## src/rtl/rx_3of6_assembler.sv

```systemverilog
// ---------------------------------------------------------------------------
// rx_3of6_assembler
//
// Receives a 4-phase return-to-zero 3-of-6 link one symbol at a time and
// packs eight symbols into a 48-bit word for the downstream 3-of-6 decoder.
// The first symbol of a word lands in encoded[5:0], the eighth in [47:42].
//
// Link protocol: a codeword appears on sym_in, is accepted once it has been
// seen unchanged on two consecutive samples, and is acknowledged by raising
// sym_ack. The sender then returns the wires to the all-zero spacer; after
// two consecutive zero samples sym_ack falls and the next symbol may follow.
//
// The output side is a one-word valid/ready slot. Symbols 1-7 are never held
// up by it. The eighth symbol is only accepted when the slot can take the
// completed word; until then it is left unacknowledged, which stalls the
// link.
//
// Build option:
//   RX_SYNC_EN  when defined, every sym_in bit passes through a 2-flop
//               synchronizer before it reaches the FSM, adding two cycles to
//               every link-side latency. Undefined by default, in which case
//               sym_in feeds the FSM directly.
// ---------------------------------------------------------------------------
module rx_3of6_assembler (
  input  logic        clk,
  input  logic        rst,
  input  logic [5:0]  sym_in,
  output logic        sym_ack,
  output logic [47:0] encoded,
  output logic        out_valid,
  input  logic        out_ready,
  output logic [2:0]  sym_cnt,
  output logic [15:0] word_cnt
);

  // DATA waits for a stable codeword, SPACER waits for a stable all-zero.
  typedef enum logic {
    ST_DATA   = 1'b0,
    ST_SPACER = 1'b1
  } state_t;

  // Number of ones in a 6-bit link sample.
  function automatic logic [2:0] popcount6(input logic [5:0] v);
    logic [2:0] cnt;
    cnt = 3'd0;
    for (int i = 0; i < 6; i++) begin
      cnt = cnt + {2'b00, v[i]};
    end
    return cnt;
  endfunction

  state_t      r_state;
  state_t      w_state_nxt;

  logic [5:0]  w_s;          // link sample seen by the FSM
  logic [5:0]  r_prev_s;     // previous cycle's link sample
  logic        r_sym_ack;
  logic [47:0] r_asm_reg;    // word under assembly
  logic [2:0]  r_sym_cnt;
  logic [47:0] r_encoded;
  logic        r_out_valid;
  logic [15:0] r_word_cnt;

  logic        w_stable;
  logic        w_is_code;
  logic        w_is_spacer;
  logic        w_last_sym;
  logic        w_slot_free;
  logic        w_handoff;
  logic        w_accept;
  logic        w_release;
  logic        w_load;
  logic [47:0] w_asm_next;

`ifdef RX_SYNC_EN
  logic [5:0]  r_sync_meta;
  logic [5:0]  r_sync_out;

  // Two-flop synchronizer per link wire; the link is asynchronous to clk.
  always_ff @(posedge clk) begin
    if (rst) begin
      r_sync_meta <= 6'd0;
      r_sync_out  <= 6'd0;
    end else begin
      // NOTE: non-blocking assignments let both stages sample the old value
      // of their source on the same edge; blocking ones would collapse the
      // chain into a single flop.
      r_sync_meta <= sym_in;
      r_sync_out  <= r_sync_meta;
    end
  end

  assign w_s = r_sync_out;
`else
  assign w_s = sym_in;
`endif

  // Sample qualification and output-slot status.
  assign w_stable    = (w_s == r_prev_s);
  assign w_is_code   = (popcount6(w_s) >= 3'd3);
  assign w_is_spacer = (w_s == 6'd0) && (r_prev_s == 6'd0);
  assign w_last_sym  = (r_sym_cnt == 3'd7);
  assign w_slot_free = !r_out_valid || out_ready;
  assign w_handoff   = r_out_valid && out_ready;

  // FSM state register.
  always_ff @(posedge clk) begin
    if (rst) begin
      r_state <= ST_DATA;
    end else begin
      r_state <= w_state_nxt;
    end
  end

  // FSM next state and the accept/release strobes that drive the datapath.
  always_comb begin
    // NOTE: every output of this block gets a default first, so no path
    // leaves one unassigned and no latch is inferred.
    w_state_nxt = r_state;
    w_accept    = 1'b0;
    w_release   = 1'b0;
    case (r_state)
      ST_DATA: begin
        // Popcount 1-2 is a link still in transition and is ignored;
        // popcount 4+ is passed through for the decoder to flag. The eighth
        // symbol additionally needs somewhere to put the finished word.
        if (w_is_code && w_stable && (!w_last_sym || w_slot_free)) begin
          w_accept    = 1'b1;
          w_state_nxt = ST_SPACER;
        end
      end
      ST_SPACER: begin
        if (w_is_spacer) begin
          w_release   = 1'b1;
          w_state_nxt = ST_DATA;
        end
      end
      default: begin
        w_state_nxt = ST_DATA;
      end
    endcase
  end

  // Assembly register contents after writing the current sample into the
  // slot selected by the symbol count.
  always_comb begin
    w_asm_next = r_asm_reg;
    for (int i = 0; i < 8; i++) begin
      if (r_sym_cnt == 3'(i)) begin
        w_asm_next[6*i +: 6] = w_s;
      end
    end
  end

  // The eighth accepted symbol completes the word and loads the output slot.
  assign w_load = w_accept && w_last_sym;

  // Link-side datapath: previous sample, acknowledge, assembly and count.
  always_ff @(posedge clk) begin
    if (rst) begin
      // NOTE: the assembly register is a plain data register, but it is
      // cleared here so a partial word never survives a reset.
      r_prev_s  <= 6'd0;
      r_sym_ack <= 1'b0;
      r_asm_reg <= 48'd0;
      r_sym_cnt <= 3'd0;
    end else begin
      r_prev_s <= w_s;
      if (w_accept) begin
        r_asm_reg <= w_asm_next;
        r_sym_cnt <= r_sym_cnt + 3'd1;   // 7 -> 0 closes the word
        r_sym_ack <= 1'b1;
      end else if (w_release) begin
        r_sym_ack <= 1'b0;
      end
    end
  end

  // Output slot: load on word completion, drain on valid && ready, and
  // count every word handed off.
  always_ff @(posedge clk) begin
    if (rst) begin
      r_encoded   <= 48'd0;
      r_out_valid <= 1'b0;
      r_word_cnt  <= 16'd0;
    end else begin
      if (w_load) begin
        r_encoded   <= w_asm_next;
        r_out_valid <= 1'b1;
      end else if (w_handoff) begin
        r_out_valid <= 1'b0;
      end
      if (w_handoff) begin
        r_word_cnt <= r_word_cnt + 16'd1;  // wraps from 16'hFFFF to 0
      end
    end
  end

  assign sym_ack   = r_sym_ack;
  assign encoded   = r_encoded;
  assign out_valid = r_out_valid;
  assign sym_cnt   = r_sym_cnt;
  assign word_cnt  = r_word_cnt;

endmodule

```

## config.mk

```make
export PLATFORM = sky130hd
export DESIGN_NAME = rx_3of6_assembler
export DESIGN_NICKNAME = d
export VERILOG_FILES = /design/src/rtl/rx_3of6_assembler.sv
export SDC_FILE = /design/constraint.sdc
export NUM_CORES = 1
export LEC_CHECK = 0
export BUFFER_PORTS_ARGS = -buffer_cell sky130_fd_sc_hd__buf_2
export CORE_MARGIN = 5
export CORE_UTILIZATION = 56
export CTS_BUF_LIST = sky130_fd_sc_hd__clkbuf_8
export DETAILED_ROUTE_END_ITERATION = 12
export PLACE_DENSITY = 0.78
export SLEW_MARGIN = 15
export SYNTH_ARGS = -nofsm -noshare
export SYNTH_HDL_FRONTEND = slang
export SYNTH_SLANG_ARGS = --single-unit
```

## constraint.sdc

```tcl
create_clock -name clk -period 5.4 [get_ports clk]
set_input_delay 1.35 -clock clk [delete_from_list [all_inputs] [get_ports clk]]
set_output_delay 1.35 -clock clk [all_outputs]
set_load 0.05 [all_outputs]
```

# == After elaboration in Yosys (flattened, before gate mapping) ==
# Cells that the tools add are included.
# W data, S select, Z words.
# totals
reg_bits,124
mem_bits_ro,0
mem_bits_rw,0
mem_count,0
out_inout_bits,69
latch_bits,0
elab_cells,57
inputBits,9
# classes
n_bitwise,1
multipliers,0
n_reduce_logical,14
add_sub_neg,7
div,0
mux,18
magnitude_cmp,1
n_eq_ne,8
n_shift,0
# op_table
op,n
$mux W6,8
$add A16 B1 Y16 const B,1
$eq A3 B3 Y1 const B,4
$logic_not A6 Y1,2
$add A3 B1 Y3,3
$mux W1,9
$eq A3 B2 Y1 const B,2
$eq A6 B6 Y1,1
$logic_and A1 B1 Y1,5
$reduce_bool A2 Y1,2
$add A2 B1 Y3,1
$add A3 B1 Y3 const B,1
$eq A3 B1 Y1 const B,1
$ge A3 B2 Y1 const B,1
$logic_not A3 Y1,1
$add A1 B1 Y2,1
$logic_not A1 Y1,2
$logic_or A1 B1 Y1,2
$pmux W1 S2,1
$not A1 Y1,1

# == Longest topological paths before layout ==
# Gate-level depths: netlist of the first run.
# depth
ltp_word,12
ltp_mapped,13
ltp_nobuf,10

# == Worst setup path before layout of the first run ==
# No wires, ideal clock.
# synth_path
path_kind,input port to flip-flop
start,input sym_in[3]
end,register r_sym_cnt[0] (netlist: sym_cnt[0])
path_slack_ns,0.916
required_ns,5.277
setup_ns,0.123
arrival_ns,4.360
path_stages,12
n_path_buf,2
path_cell_list,clkbuf_1 > inv_1 > fa_1 > fa_1 > inv_1 > ha_1 > fa_1 > a21oi_1 > nor4_4 > and3_1 > buf_2 > mux2_1
# synth_between
elab_chain_len,8
word_cells_on_any_way,9
cone_classes,3 x add/sub; 1 x order compare; 1 x eq/ne; 2 x mux; 2 x reduce/logical
# synth_lines
element,line,rtl
from (decl),27,"input logic [5:0] sym_in,"
$add A3 B1 Y3 (3 in a row),47,"cnt = cnt + {2'b00, v[i]};"
$ge A3 B2 Y1,100,assign w_is_code = (popcount6(w_s) >= 3'd3);
$logic_and A1 B1 Y1 * (2 in a row),127,if (w_is_code && w_stable && (!w_last_sym || w_slot_free)) begin
$mux W1 *,127,
$mux W1 *,122,case (r_state)
to (signal assigned),171,r_sym_cnt <= r_sym_cnt + 3'd1;
to (decl),59,logic [2:0] r_sym_cnt;
# Every way passes the cells marked *; elsewhere a longest branch is shown, timed or not.
# A chain may end at the register's enable or synchronous reset.

# == Worst setup path in the final report of the first run ==
# layout_path
start,input sym_in[1]
end,register r_asm_reg[9]
# layout_between
elab_chain_len,10
word_cells_on_any_way,11
cone_classes,5 x add/sub; 1 x order compare; 1 x eq/ne; 2 x mux; 2 x reduce/logical
# layout_lines
element,line,rtl
$add A1 B1 Y2,47,
$add A2 B1 Y3,47,
$add A3 B1 Y3 (3 in a row),47,
$ge A3 B2 Y1,100,
$logic_and A1 B1 Y1 * (2 in a row),127,
$mux W1 *,127,
$mux W1 *,122,
to (signal assigned),170,r_asm_reg <= w_asm_next;
to (decl),58,logic [47:0] r_asm_reg;
# Marked as above.

==> impl_metrics.prom, run 1 <==
# TYPE chip_impl_metric gauge
chip_impl_metric{name="final_min_period_over_clock_period",unit=""} 0.862
chip_impl_metric{name="drtPass1Iterations",unit=""} 5
chip_impl_metric{name="timing.critical_path.arrival",unit="ns"} 4.93
chip_impl_info{name="critical_path.cell_chain",value="buf_2, inv_1, fa_1, fa_1, inv_1, ha_1, fa_1, a21oi_1, nor4_4, buf_4, nand4_2, mux2i_1"} 1
chip_impl_metric{name="initial_utilization",unit=""} 0.577
chip_impl_metric{name="gp_congestion",unit=""} 0.812
chip_impl_metric{name="pre_cts_slack",unit="ns"} 0.373
chip_impl_metric{name="synth_cell_type_count",unit=""} 41
chip_impl_metric{name="syn_inst",unit=""} 552
chip_impl_metric{name="antenna_found_initial",unit=""} 0
chip_impl_metric{name="drt_iter0_drc",unit=""} 459
chip_impl_info{name="rr_endpoint",value="encoded[44]"} 1
chip_impl_metric{name="die_height",unit="um"} 110
chip_impl_metric{name="grt_first_pass_wirelength",unit="um"} 23000
chip_impl_metric{name="grt_pass1_vias",unit=""} 4342
chip_impl_metric{name="synth.yosys.warnings",unit=""} 0
chip_impl_metric{name="worst_path_largest_cell_delay",unit="ns"} 0.50
chip_impl_metric{name="finish.utilization",unit=""} 0.655
chip_impl_metric{name="drv_slew",unit=""} 0
chip_impl_metric{name="routed_wirelength",unit="um"} 14200
chip_impl_metric{name="detail_route.wl_per_cell",unit="um"} 19.2
chip_impl_metric{name="die_w",unit="um"} 110
chip_impl_metric{name="comb_power_share",unit=""} 0.074
chip_impl_metric{name="multi_input_area",unit="mm^2"} 0.00291
chip_impl_metric{name="ctsLongestPathBuffers",unit=""} 2
chip_impl_info{name="critPathTopFamily",value="adder cells"} 1
chip_impl_metric{name="design.die.area",unit="mm^2"} 0.0122
chip_impl_metric{name="final_std_cell_area_no_fill",unit="mm^2"} 0.00640
chip_impl_metric{name="tritoncts.num_buffers",unit=""} 17
chip_impl_metric{name="detailed_place_hpwl",unit="um"} 9050
chip_impl_metric{name="total_leakage_power",unit="nW"} 2.88
chip_impl_metric{name="cp_max_fo",unit=""} 47
chip_impl_metric{name="clock_sink_count",unit=""} 118
chip_impl_info{name="clockRootBuffer",value="sky130_fd_sc_hd__clkbuf_8"} 1
chip_impl_info{name="crit_path_end",value="r_asm_reg[9]"} 1
chip_impl_metric{name="power.internal",unit="mW"} 1.38
chip_impl_metric{name="clock_insertion_delay_worst_skew",unit="ns"} 0.43
chip_impl_metric{name="worst_clock_skew",unit="ns"} 0.00895
chip_impl_info{name="tritoncts_clock_tree",value="built"} 1
chip_impl_metric{name="final_report_setup_violation_count",unit=""} 0
chip_impl_metric{name="worstSetupPathDepth",unit=""} 12
chip_impl_metric{name="drive_above_1_share",unit=""} 0.217
chip_impl_metric{name="cp_data_required_time",unit="ns"} 5.68
chip_impl_metric{name="num-nets-final",unit=""} 613
chip_impl_metric{name="io-pin-count",unit=""} 78
chip_impl_metric{name="max_freq",unit="GHz"} 0.215
chip_impl_metric{name="fillers",unit=""} 776
chip_impl_metric{name="detailed_place.area",unit="mm^2"} 0.00597
chip_impl_metric{name="grt.total_usage",unit=""} 0.246
chip_impl_metric{name="largest_register_ff_count",unit=""} 48
chip_impl_info{name="worstSetupStartpointType",value="primary input"} 1
chip_impl_metric{name="route.detailed.vias_per_inst",unit=""} 6.22
chip_impl_metric{name="post-route-drc-count",unit=""} 0
chip_impl_metric{name="power.share.sequential",unit=""} 0.471
chip_impl_info{name="setup_repair_after_global_routing_missed_its_margin",value="false"} 1
chip_impl_metric{name="reg2regPathDepth",unit=""} 6
chip_impl_metric{name="whs",unit="ns"} 0.477
chip_impl_metric{name="globalRouteOverflowTotal",unit=""} 0
chip_impl_metric{name="clk_transition_reported_paths",unit="ns"} 0.07
chip_impl_metric{name="count_of_buffers_added_by_post_cts_timing_repair_for_setup",unit=""} 0
chip_impl_metric{name="tightestPinTransition",unit="ns"} 0.942
chip_impl_metric{name="synthesis.area_per_instance",unit="um^2"} 10.2
chip_impl_metric{name="ir_worst_vdd",unit="mV"} 0.168
chip_impl_metric{name="maxCapViolCount",unit=""} 0
chip_impl_metric{name="antenna_left",unit=""} 0
chip_impl_info{name="reg2reg_from",value="sym_cnt[0]"} 1
chip_impl_metric{name="p_sw_frac",unit=""} 0.258
chip_impl_metric{name="mappedNetlistNets",unit=""} 573
chip_impl_info{name="crit_type",value="primary input to flip-flop"} 1
chip_impl_metric{name="syn_to_layout_area_delta",unit="%"} 13.5
chip_impl_info{name="crit_top_cell",value="sky130_fd_sc_hd__fa_1"} 1
chip_impl_metric{name="antennaDiodeCount",unit=""} 0
chip_impl_metric{name="slew-limit-headroom",unit=""} 0.370
chip_impl_metric{name="cts.repair.resized",unit=""} 0
chip_impl_metric{name="seqCellArea",unit="mm^2"} 0.00236
chip_impl_metric{name="ctsHtreeMaxLevel",unit=""} 4
chip_impl_metric{name="timing.critical_path.buf_inv",unit=""} 4
chip_impl_info{name="hold_class",value="flip-flop to flip-flop"} 1
chip_impl_metric{name="post_synth_instance_area",unit="mm^2"} 0.00564
chip_impl_metric{name="timing.reg2reg.setup_slack",unit="ns"} 2.48
chip_impl_metric{name="finalWorstSetupSlack",unit="ns"} 0.745
chip_impl_metric{name="num_rows",unit=""} 36
chip_impl_info{name="status",value="complete, no violations"} 1
chip_impl_metric{name="final-hold-violation-count",unit=""} 0
chip_impl_metric{name="power.density",unit="mW/mm^2"} 290
chip_impl_metric{name="cts-hold-fix-buffers",unit=""} 0
chip_impl_info{name="end_kind",value="flip-flop"} 1
chip_impl_info{name="cp_slowest_cell",value="sky130_fd_sc_hd__fa_1"} 1
chip_impl_metric{name="clock_share_of_power",unit=""} 0.455
chip_impl_info{name="critical_path.startpoint",value="sym_in[1]"} 1
chip_impl_metric{name="layout_min_cycle_time",unit="ns"} 4.65
chip_impl_metric{name="power.net_switching",unit="mW"} 0.479
chip_impl_metric{name="setup_tns",unit="ns"} 0
chip_impl_metric{name="ys_ff_latch",unit=""} 118
chip_impl_metric{name="sequential_fraction_of_the_synthesis_area",unit=""} 0.419
chip_impl_metric{name="core_region_area",unit="mm^2"} 0.00977
chip_impl_metric{name="place.port_buffers",unit=""} 77
chip_impl_metric{name="pin_count_of_the_biggest_net_entering_global_routing",unit=""} 61
chip_impl_metric{name="num_vias",unit=""} 4587
## metal layers
metal	global-route usage	share of wire	routed length, um
met5	0	0	0
met4	0.0976	0.020	287
met3	0.0507	0.067	945
met2	0.380	0.47	6670
met1	0.339	0.44	6290
## layout make-up
class	count	area share
multi-input cells	350	0.455
flip-flops and latches	118	0.369
repair buffers	86	0.0727
clock buffers	18	0.0387
clock inverters	14	0.0276
well taps	133	0.0260
inverters	19	0.0111
## worst reg2reg max path, stage by stage, from the launching register on
cell and delay, ns:
sky130_fd_sc_hd__dfxtp_1 0.41, sky130_fd_sc_hd__ha_1 0.20, sky130_fd_sc_hd__ha_2 0.67, sky130_fd_sc_hd__buf_4 0.52, sky130_fd_sc_hd__nor3b_1 0.25, sky130_fd_sc_hd__nand4_1 0.47
sky130_fd_sc_hd__mux2i_1 0.25
## cells in the mapped netlist
master                       n  area, um^2
sky130_fd_sc_hd__nor4b_1     1        8.76
sky130_fd_sc_hd__xnor2_1     1        8.76
sky130_fd_sc_hd__xor2_2      1        16.3
sky130_fd_sc_hd__buf_2      11        55.1
sky130_fd_sc_hd__nand2b_1   57         357
sky130_fd_sc_hd__o21ai_0     3        15.0
sky130_fd_sc_hd__a311oi_1   42         368
sky130_fd_sc_hd__nor4_4      1        21.3
sky130_fd_sc_hd__a211oi_1    1        7.51
sky130_fd_sc_hd__nand4_1     8        50.1
sky130_fd_sc_hd__nor2_2      2        12.5
sky130_fd_sc_hd__inv_1      19        71.3
sky130_fd_sc_hd__a21oi_1    10        50.1
sky130_fd_sc_hd__nor3b_1     2        15.0
sky130_fd_sc_hd__buf_1       1        3.75
sky130_fd_sc_hd__nand3_1     7        35.0
sky130_fd_sc_hd__a41oi_1    42         368
sky130_fd_sc_hd__nand4_2     6        75.1
sky130_fd_sc_hd__or3_1       2        12.5
sky130_fd_sc_hd__a31oi_1     1        6.26
sky130_fd_sc_hd__nor3_2      1        10.0
sky130_fd_sc_hd__dfxtp_1   118        2360
sky130_fd_sc_hd__nor4_1      1        6.26
sky130_fd_sc_hd__o31ai_1     4        30.0
sky130_fd_sc_hd__nor2_1     13        48.8
sky130_fd_sc_hd__and3b_1     1        8.76
sky130_fd_sc_hd__clkbuf_1   44         165
sky130_fd_sc_hd__xor2_1     13         114
sky130_fd_sc_hd__mux2i_1    92         921
sky130_fd_sc_hd__fa_1        3        60.1
sky130_fd_sc_hd__and3_1      2        12.5
sky130_fd_sc_hd__buf_6       5        56.3
sky130_fd_sc_hd__nor3_1      4        20.0
sky130_fd_sc_hd__nand2_1     7        26.3
sky130_fd_sc_hd__and2_1      3        18.8
sky130_fd_sc_hd__nor2b_1     3        18.8
sky130_fd_sc_hd__mux2_1      1        11.3
sky130_fd_sc_hd__or4_1       4        30.0
sky130_fd_sc_hd__buf_4       4        30.0
sky130_fd_sc_hd__ha_1        9         113
sky130_fd_sc_hd__and4_1      2        17.5
## power by group through the flow
stage,clock [mW],sequential [mW],combinational [mW]
6_report,0.845,0.876,0.137
5_1_grt,0.900,0.876,0.147
4_1_cts,0.857,0.876,0.135
3_5_place_dp,0,0.896,0.134
3_3_place_gp,0,0.896,0.130
2_1_floorplan,0,0.896,0.106
## per-stage QoR
step	total power, mW	cells
5_1_grt	1.92	738
3_5_place_dp	1.03	706
2_1_floorplan	1.00	552
4_1_cts	1.87	738
3_3_place_gp	1.03	706
6_report	1.86	738
## placed cells by master (no fill, tap or decap), types with 5 or more instances in the layout
cell type	instances
sky130_fd_sc_hd__clkbuf_8	18
sky130_fd_sc_hd__buf_4	8
sky130_fd_sc_hd__nand4_1	8
sky130_fd_sc_hd__xor2_1	13
sky130_fd_sc_hd__nand2_1	7
sky130_fd_sc_hd__ha_1	8
sky130_fd_sc_hd__mux2i_1	92
sky130_fd_sc_hd__a311oi_1	42
sky130_fd_sc_hd__nand4_2	6
sky130_fd_sc_hd__a21oi_1	10
sky130_fd_sc_hd__nand3_1	7
sky130_fd_sc_hd__dfxtp_1	118
sky130_fd_sc_hd__nand2b_1	57
sky130_fd_sc_hd__buf_2	77
sky130_fd_sc_hd__nor2_1	12
sky130_fd_sc_hd__a41oi_1	42
sky130_fd_sc_hd__inv_1	19
sky130_fd_sc_hd__clkinv_4	5
## cells by family (layout without fill, tap and decap cells)
family                     count (synthesis)  after routing  share of synthesized area
xor gates and xnor gates                  15             15                     0.0246
muxes                                     93             93                      0.165
AOI/OAI and AO/OA                        103            103                      0.150
adders and majority gates                 12             12                     0.0306
and+or+nand+nor                          127            127                      0.143
DFF                                      118            118                      0.419
buffers and inverters                     84            137                     0.0677
## worst min path at each step
| stage | start | endpoint | slack (ns) | cells past startpoint |
|---|---|---|---|---|
| floorplan | r_asm_reg[38] | r_asm_reg[38] | 0.45 | 2 |
| global placement | sym_ack | sym_ack | 0.46 | 2 |
| detailed placement | r_asm_reg[8] | r_asm_reg[8] | 0.47 | 2 |
| CTS | word_cnt[15] | word_cnt[15] | 0.48 | 2 |
| global route | word_cnt[15] | word_cnt[15] | 0.49 | 2 |
| finish | word_cnt[15] | word_cnt[15] | 0.48 | 2 |
(Power assumes the default switching activity.)
==> run 2, diff against run 1 <==
--- a/config.mk
+++ b/config.mk
@@ -11,7 +11,6 @@
 export CTS_BUF_LIST = sky130_fd_sc_hd__clkbuf_8
 export DETAILED_ROUTE_END_ITERATION = 12
 export PLACE_DENSITY = 0.78
-export SLEW_MARGIN = 15
 export SYNTH_ARGS = -nofsm -noshare
 export SYNTH_HDL_FRONTEND = slang
 export SYNTH_SLANG_ARGS = --single-unit
==> constraint.sdc (replaced) <==
create_clock -name clk -period 5.4 [get_ports clk]
set_input_delay 0.54 -clock clk [delete_from_list [all_inputs] [get_ports clk]]
set_output_delay 0.54 -clock clk [all_outputs]
set_load 0.05 [all_outputs]
==> run 2 against run 1 <==
Against the previous run:
- power rose by 2.5%
- combinational power fell by 3%
- clock skew rose by 0.0028 ns
- cell area fell by 0.18%
- register-to-register slack improved by 0.11 ns
- largest cell class unchanged
- fmax rose by 19%
- hold slack got worse by 0.066 ns
- via count fell by 2.0%
- global-route usage fell by 1.0 points
==> impl_metrics.prom, run 2 (synthesis gave the netlist of run 1 again) <==
# TYPE chip_impl_metric gauge
chip_impl_info{name="status",value="complete, no violations"} 1
chip_impl_info{name="critical_path.cell_chain",value="buf_2, inv_1, fa_1, fa_1, inv_1, ha_1, fa_1, a21oi_1, nor4_4, buf_4, a41oi_1, a311oi_1"} 1
chip_impl_info{name="reg2reg_from",value="r_prev_s[4]"} 1
chip_impl_metric{name="cp_data_required_time",unit="ns"} 5.71
chip_impl_metric{name="clk_transition_reported_paths",unit="ns"} 0.07
chip_impl_info{name="end_kind",value="flip-flop"} 1
chip_impl_metric{name="antenna_left",unit=""} 0
chip_impl_metric{name="final_report_setup_violation_count",unit=""} 0
chip_impl_metric{name="grt_first_pass_wirelength",unit="um"} 22100
chip_impl_metric{name="finish.utilization",unit=""} 0.653
chip_impl_metric{name="whs_path_depth",unit=""} 3
chip_impl_metric{name="ir_worst_vdd",unit="mV"} 0.155
chip_impl_metric{name="clock_insertion_delay_worst_skew",unit="ns"} 0.44
chip_impl_metric{name="design.die.area",unit="mm^2"} 0.0122
chip_impl_metric{name="tightestPinTransition",unit="ns"} 1.14
chip_impl_metric{name="fillers",unit=""} 777
chip_impl_metric{name="core_region_area",unit="mm^2"} 0.00977
chip_impl_metric{name="worstSetupPathDepth",unit=""} 12
chip_impl_info{name="crit_top_cell",value="sky130_fd_sc_hd__fa_1"} 1
chip_impl_metric{name="cts-hold-fix-buffers",unit=""} 0
chip_impl_metric{name="reg2regPathDepth",unit=""} 5
chip_impl_info{name="crit_type",value="primary input to flip-flop"} 1
chip_impl_metric{name="pin_count_of_the_biggest_net_entering_global_routing",unit=""} 86
chip_impl_metric{name="drt_iter0_drc",unit=""} 370
chip_impl_info{name="final_common_cell",value="sky130_fd_sc_hd__dfxtp_1"} 1
chip_impl_info{name="timing.hold.worst_endpoint",value="out_valid"} 1
chip_impl_metric{name="syn_to_layout_area_delta",unit="%"} 13.3
chip_impl_metric{name="ctsLongestPathBuffers",unit=""} 2
chip_impl_metric{name="num_rows",unit=""} 36
chip_impl_metric{name="maxCapViolCount",unit=""} 0
chip_impl_metric{name="routed_wirelength",unit="um"} 13600
chip_impl_metric{name="timing.critical_path.arrival",unit="ns"} 4.23
chip_impl_metric{name="drv_slew",unit=""} 0
chip_impl_metric{name="final_min_period_over_clock_period",unit=""} 0.725
chip_impl_info{name="clockRootBuffer",value="sky130_fd_sc_hd__clkbuf_8"} 1
chip_impl_metric{name="worst_clock_skew",unit="ns"} 0.0117
chip_impl_metric{name="detailed_place_hpwl",unit="um"} 8700
chip_impl_metric{name="antenna_found_initial",unit=""} 0
chip_impl_info{name="timing.hold.worst.start",value="out_ready"} 1
chip_impl_metric{name="count_of_buffers_added_by_post_cts_timing_repair_for_setup",unit=""} 0
chip_impl_metric{name="largest_register_ff_count",unit=""} 48
chip_impl_info{name="layout_common_cells",value="118 x sky130_fd_sc_hd__dfxtp_1, 92 x sky130_fd_sc_hd__mux2i_1, 77 x sky130_fd_sc_hd__buf_2"} 1
chip_impl_metric{name="timing.reg2reg.setup_slack",unit="ns"} 2.59
chip_impl_metric{name="ctsHtreeMaxLevel",unit=""} 4
chip_impl_metric{name="num_vias",unit=""} 4493
chip_impl_info{name="critPathTopFamily",value="adder cells"} 1
chip_impl_info{name="cp_slowest_cell",value="sky130_fd_sc_hd__fa_1"} 1
chip_impl_metric{name="total_leakage_power",unit="nW"} 2.87
chip_impl_metric{name="slew-limit-headroom",unit=""} 0.234
chip_impl_metric{name="drive_above_1_share",unit=""} 0.213
chip_impl_metric{name="die_height",unit="um"} 110
chip_impl_metric{name="globalRouteOverflowTotal",unit=""} 0
chip_impl_info{name="setup_repair_after_global_routing_missed_its_margin",value="false"} 1
chip_impl_info{name="rr_endpoint",value="encoded[46]"} 1
chip_impl_metric{name="final_instance_count_excl_fillers",unit=""} 735
chip_impl_metric{name="layout_min_cycle_time",unit="ns"} 3.92
chip_impl_metric{name="gp_congestion",unit=""} 0.842
chip_impl_metric{name="place.port_buffers",unit=""} 77
chip_impl_metric{name="io-pin-count",unit=""} 78
chip_impl_metric{name="antennaDiodeCount",unit=""} 0
chip_impl_metric{name="route.detailed.vias_per_inst",unit=""} 6.11
chip_impl_info{name="tritoncts_clock_tree",value="built"} 1
chip_impl_metric{name="power.density",unit="mW/mm^2"} 298
chip_impl_metric{name="post-route-drc-count",unit=""} 0
chip_impl_metric{name="final-hold-violation-count",unit=""} 0
chip_impl_info{name="worstSetupStartpointType",value="primary input"} 1
chip_impl_metric{name="grt_pass1_vias",unit=""} 4340
chip_impl_metric{name="cts.repair.resized",unit=""} 0
chip_impl_metric{name="die_w",unit="um"} 110
chip_impl_metric{name="initial_utilization",unit=""} 0.577
chip_impl_metric{name="tritoncts.num_buffers",unit=""} 17
chip_impl_metric{name="num-nets-final",unit=""} 610
chip_impl_metric{name="clock_sink_count",unit=""} 118
chip_impl_metric{name="detail_route.wl_per_cell",unit="um"} 18.4
chip_impl_metric{name="timing.critical_path.buf_inv",unit=""} 4
chip_impl_metric{name="drtPass1Iterations",unit=""} 6
chip_impl_metric{name="max_freq",unit="GHz"} 0.255
chip_impl_metric{name="grt.total_usage",unit=""} 0.236
chip_impl_metric{name="numPlacedInstances",unit=""} 703
chip_impl_info{name="hold_class",value="primary input to flip-flop"} 1
chip_impl_metric{name="cp_max_fo",unit=""} 47
chip_impl_metric{name="worst_path_largest_cell_delay",unit="ns"} 0.51
chip_impl_metric{name="setup_tns",unit="ns"} 0
==> run 2: worst max path at each step <==
| stage | start | to | slack (ns) |
|---|---|---|---|
| global route | sym_in[0] | r_asm_reg[14] | 1.39 |
| detailed placement | sym_in[0] | r_asm_reg[16] | 1.12 |
| global placement | sym_in[0] | r_asm_reg[16] | 1.27 |
| CTS | sym_in[0] | encoded[1] | 1.56 |
| finish | sym_in[0] | encoded[1] | 1.48 |
| floorplan | sym_in[3] | sym_cnt[0] | 1.73 |
==> run 2: metrics by stage <==
stage / setup slack (ns) / hold WS [ns] / total power, mW / instance area (um^2)
6_report: 1.48 / 0.411 / 1.91 / 6390
5_1_grt: 1.39 / 0.428 / 1.97 / 6390
4_1_cts: 1.56 / 0.386 / 1.92 / 6390
3_3_place_gp: 1.27 / 0.459 / 1.02 / 5940
3_5_place_dp: 1.12 / 0.466 / 1.03 / 5940
2_1_floorplan: 1.73 / 0.452 / 1.00 / 5640
==> run 2: layer usage <==
| metal | routed length [um] | share of wire | up-vias | global-route usage |
|---|---|---|---|---|
| met5 | 0 | 0 | - | 0 |
| li1 | - | - | 2130 | - |
| met3 | 820 | 0.060 | 28 | 0.0606 |
| met1 | 6040 | 0.45 | 2194 | 0.314 |
| met2 | 6410 | 0.47 | 141 | 0.368 |
| met4 | 289 | 0.021 | 0 | 0.0932 |
==> run 2: power by group <==
| group | switching, mW | internal [mW] |
|---|---|---|
| Combinational | 0.100 | 0.0326 |
| Clock | 0.378 | 0.519 |
| Sequential | 0.00296 | 0.873 |
| Total | 0.481 | 1.42 |
==> run 2: layout make-up <==
class	instances	area [um^2]	share of cell area
Multi-Input combinational cell	350	2910	0.455
Sequential cell	118	2360	0.370
Timing Repair Buffer	83	430	0.0674
Clock buffer	18	248	0.0388
Clock inverter	14	200	0.0313
Tap cell	133	166	0.0261
Inverter	19	71.3	0.0112
==> run 2: worst min-delay path, delay by kind of cell <==
kind	cells	cell delay (ns)
AOI/OAI and AO/OA	1	0.06
buffers and inverters	1	0.10
and+or+nand+nor	1	0.10
